$ cat src/rtl/opram_loader.sv
// Loads one instruction's bytes into the operand RAM, then replays them in order
// to the execute stage with index and last tags.
//
// state   | meaning
// --------+-----------------------------------------------------------
// IDLE    | waiting for an opcode; a byte accepted here lands at address 0
// LOAD    | accepting operand bytes at wptr until len_r bytes are stored
// ISSUE   | RAM read issued at rptr
// CAPT    | RAM read data captured into the output registers
// PRESENT | out_valid high, holding until out_ready
module opram_loader (
    input  logic       clk,
    input  logic       reset,
    input  logic       flush,
    input  logic [7:0] in_data,
    input  logic       in_valid,
    output logic       in_ready,
    output logic       ram_ce,
    output logic       ram_oce,
    output logic       ram_wre,
    output logic [2:0] ram_ad,
    output logic [7:0] ram_din,
    input  logic [7:0] ram_dout,
    output logic [7:0] out_data,
    output logic [2:0] out_idx,
    output logic       out_last,
    output logic       out_valid,
    input  logic       out_ready,
    output logic       busy
);

    typedef enum logic [2:0] {
        S_IDLE    = 3'd0,
        S_LOAD    = 3'd1,
        S_ISSUE   = 3'd2,
        S_CAPT    = 3'd3,
        S_PRESENT = 3'd4
    } state_t;

    state_t     state;
    logic [2:0] wptr;
    logic [2:0] rptr;
    logic [3:0] len_r;
    logic       accept;

    assign in_ready = ((state == S_IDLE) || (state == S_LOAD)) && !flush;
    assign accept   = in_valid && in_ready;
    assign busy     = (state != S_IDLE);
    assign ram_oce  = 1'b1;

    always_comb begin
        ram_ce  = 1'b0;
        ram_wre = 1'b0;
        ram_ad  = 3'd0;
        ram_din = 8'd0;
        case (state)
            S_IDLE: begin
                ram_ce  = accept;
                ram_wre = accept;
                ram_din = in_data;
            end
            S_LOAD: begin
                ram_ce  = accept;
                ram_wre = accept;
                ram_ad  = wptr;
                ram_din = in_data;
            end
            S_ISSUE: begin
                ram_ce = 1'b1;
                ram_ad = rptr;
            end
            default: ;
        endcase
    end

    always_ff @(posedge clk or posedge reset) begin
        if (reset) begin
            state     <= S_IDLE;
            wptr      <= 3'd0;
            rptr      <= 3'd0;
            len_r     <= 4'd0;
            out_data  <= 8'd0;
            out_idx   <= 3'd0;
            out_last  <= 1'b0;
            out_valid <= 1'b0;
        end else if (flush) begin
            // Output registers keep their last value; only out_valid is dropped.
            state     <= S_IDLE;
            wptr      <= 3'd0;
            rptr      <= 3'd0;
            len_r     <= 4'd0;
            out_valid <= 1'b0;
        end else begin
            case (state)
                S_IDLE: begin
                    if (accept) begin
                        len_r <= {1'b0, in_data[2:0]} + 4'd1;
                        if (in_data[2:0] == 3'd0) begin
                            state <= S_ISSUE;
                        end else begin
                            wptr  <= 3'd1;
                            state <= S_LOAD;
                        end
                    end
                end
                S_LOAD: begin
                    if (accept) begin
                        if ({1'b0, wptr} == len_r - 4'd1) begin
                            state <= S_ISSUE;
                        end else begin
                            wptr <= wptr + 3'd1;
                        end
                    end
                end
                S_ISSUE: begin
                    state <= S_CAPT;
                end
                S_CAPT: begin
                    out_data  <= ram_dout;
                    out_idx   <= rptr;
                    out_last  <= ({1'b0, rptr} == len_r - 4'd1);
                    out_valid <= 1'b1;
                    state     <= S_PRESENT;
                end
                S_PRESENT: begin
                    if (out_ready) begin
                        out_valid <= 1'b0;
                        if (out_last) begin
                            rptr  <= 3'd0;
                            wptr  <= 3'd0;
                            state <= S_IDLE;
                        end else begin
                            rptr  <= rptr + 3'd1;
                            state <= S_ISSUE;
                        end
                    end
                end
                default: begin
                    state <= S_IDLE;
                end
            endcase
        end
    end

endmodule

$ cat config.mk
export PLATFORM = sky130hd
export DESIGN_NAME = opram_loader
export DESIGN_NICKNAME = d
export VERILOG_FILES = /design/src/rtl/opram_loader.sv
export SDC_FILE = /design/constraint.sdc
export NUM_CORES = 1
export LEC_CHECK = 0
export CORE_UTILIZATION = 46
export CTS_CLUSTER_SIZE = 10
export DETAILED_ROUTE_END_ITERATION = 16
export MAX_ROUTING_LAYER = met4
export PLACE_DENSITY = 0.87
export SETUP_SLACK_MARGIN = 0.5
export SYNTH_ARGS = -nofsm -noshare
export SYNTH_HDL_FRONTEND = slang
export SYNTH_SLANG_ARGS = --single-unit
export TNS_END_PERCENT = 1
$ cat constraint.sdc
create_clock -name clk -period 2.75 [get_ports clk]
set_clock_uncertainty 0.15 [all_clocks]
set_input_delay 0.275 -clock clk [delete_from_list [all_inputs] [get_ports clk]]
set_output_delay 0.275 -clock clk [all_outputs]
set_load 0.005 [all_outputs]
==> metrics <==
outcome=finished clean; min Tclk post-route=2.26 ns; chip width=60.4 µm; DRC violations left=0; final setup margin=between 0.4 and 0.5 ns; Synth Warn #=0; Vias per Instance=5.46; Rows=20; number of buffers created by CTS=3; Cell Count, Final, Fillers Out=approximately 270; CP Class=reg2out; TritonCTS clock tree=done; Reg2Reg Setup Slack=around 0.54 ns; Layout Nets=roughly 250; CP Capture Type=output pin; clk buf depth=2; syn nets=189; WL per Instance=roughly 15 µm; fill cell count=approximately 240; CP Capture Point=busy; Routed met1 length=1720 µm; EDFF count, synth=0; Seq/Total Area, Yosys=0.415; Worst Path Max Fanout=14; top sig layer=met4; FFs w/ async S/R, synth=1.00; CTS sink cnt=26; initial core utilization=0.498; main area contributors after synthesis=dfrtp_1 41%, mux2_2 7.9%, nor2_1 4.5%; GR Overflow Total=0; Fin Setup TNS=0 ns; total core area=0.00315 mm²; post-synth cell types=38; initial drt markers=40; IO Pins=50; number of global-route vias before repair=around 1300; global-route wire length before repair=just over 6000 µm; Hold/Removal Path Class=in2async; Synth top area share=0.415; Synth Cell Area=about 0.0016 mm²; Total Routing Usage GR=0.235; H-Tree Depth=1; RR Startpoint=len_r[0]; Hold Fails Final Rpt=0; CP arrival=1.83 ns; DR vias=approximately 1500; startpoint types=flop; Max-Slew Margin vs Limit=0.658; routed wire length=just under 4000 µm; n_diodes=0; pin count of the biggest net entering global routing=27; reg2reg end=wptr[0]; IR drop worst, VDD=about 0.00033 V; met3 routed WL=~140 µm; Post-synth top cells=26 x dfrtp_1, 19 x nor2_1, 11 x mux2_2; TritonRoute pass-1 iters=4; Clock transition at path regs=about 0.15 ns; leakage power=1.02 nW; Max Cap Viol=0; area grow syn2layout=46.4%; layout cells sized above 1=0.219; CP Launch Point=state[2]; final setup vio count=0; f_max=around 0.44 GHz; count leader, synth=dfrtp_1; Post-Syn Instances=approximately 160; Top FF cell, synth=dfrtp_1; fin crit share=0.821; clk root buf=clkbuf_4; gpl congestion=0.922; Die ar.=~0.0036 mm²; Synth Register Bits=26; Worst Reg-to-Reg Cells=7; data required time of the critical path=~2.3 ns; initial antenna violation count=0; Slew @ Worst Pin=0.507 ns; Die Ht=60.4 µm; RSZ-0062 raised after global routing=true; routed wl met2=~2000 µm; pwr/cell area=approximately 850 mW/mm²; post-synth top area cell=dfrtp_1; Clock Latency Late Sink=approximately 0.32 ns; Slew Viols, Final=0; DP HPWL=approximately 2700 µm; antenna viol nets, final=0; Cells after DPL=251; Avg Inst Size Synth=~9.6 µm²; pre-CTS setup slack=approximately 0.27 ns; Port Buffers=48
-- where the power goes --
group	switching (mW)	total [mW]	leakage [nW]	internal, mW
combinational	0.428	1.05	0.654	0.621
sequential	0.122	0.635	0.333	0.513
clock	0.118	0.266	0.0279	0.147
-- metrics by stage --
stage	util	total power, mW	hold WS, ns	area, µm²
2_1_floorplan	-	1.12	0.165	1570
3_3_place_gp	0.663	1.51	0.339	2090
3_5_place_dp	0.663	1.54	0.345	2090
4_1_cts	0.696	1.86	0.157	2190
5_1_grt	0.729	2.08	0.178	2300
6_report	0.729	1.95	0.146	2300
-- area by class of cell --
class,count,area [µm²],share of cell area
repair buffers,64,603,0.263
inverters,8,30.0,0.0131
clock buffers,3,22.5,0.00980
flip-flops and latches,26,657,0.286
clock inverters,1,30.0,0.0131
multi-input cells,122,900,0.392
well taps,44,55.1,0.0240
-- cell usage in the layout (no fill, tap or decap), drive strengths merged, types with 5 or more instances in the layout --
master / Yosys / final
buf: 5 / 16
clkdlybuf4s50: 0 / 47
nand2: 9 / 9
dfrtp: 26 / 26
and2: 8 / 8
mux2: 12 / 12
nor2: 20 / 20
nor3: 5 / 5
ha: 5 / 5
inv: 8 / 8
nor3b: 5 / 5
a21oi: 9 / 9
o21ai: 9 / 9
-- metal layers --
metal | GRT usage | up-vias
met4 | 0.0864 | 0
met1 | 0.307 | 706
met5 | - | -
met2 | 0.370 | 58
li1 | - | 689
met3 | 0.0320 | 9
-- worst min path at each step --
stage | start | end | slack, ns | depth (start not counted)
floorplan | reset | len_r[0] | 0.17 | 1
global placement | out_data[6] | out_data[6] | 0.34 | 1
detailed placement | out_data[7] | out_data[7] | 0.34 | 1
CTS | reset | wptr[0] | 0.16 | 3
global route | reset | out_data[3] | 0.18 | 3
finish | reset | state[2] | 0.15 | 3
-- sequential cells by signal, indices dropped and copies added, names as in the netlist --
name,count
out_data,8
len_r,4
out_idx,3
rptr,3
state,3
wptr,3
out_last,1
out_valid,1
-- kinds of logic (layout without fill, tap and decap cells) --
logic type,Yosys count,after routing,share of synthesized area
muxes,12,12,0.0885
DFF,26,26,0.415
xor gates and xnor gates,8,8,0.0447
adders and majority gates,5,5,0.0399
other,1,1,0.00239
AOI/OAI and AO/OA,32,32,0.144
and+or+nand+nor,64,64,0.222
buffers and inverters,15,76,0.0447
-- critical path: stages, from the launching register on --
cell and delay, ns:
dfrtp_4 0.59, or3_1 0.45, clkdlybuf4s50_1 0.47
-- repair_timing --
action,4_1_cts,5_1_grt
pin swaps,0,1
hold endpoints to repair,0,0
hold buffers,0,0
buffers inserted,4,9
setup endpoints to repair,15,19
resized for setup,7,8
Power figures use the tool's default switching activity.
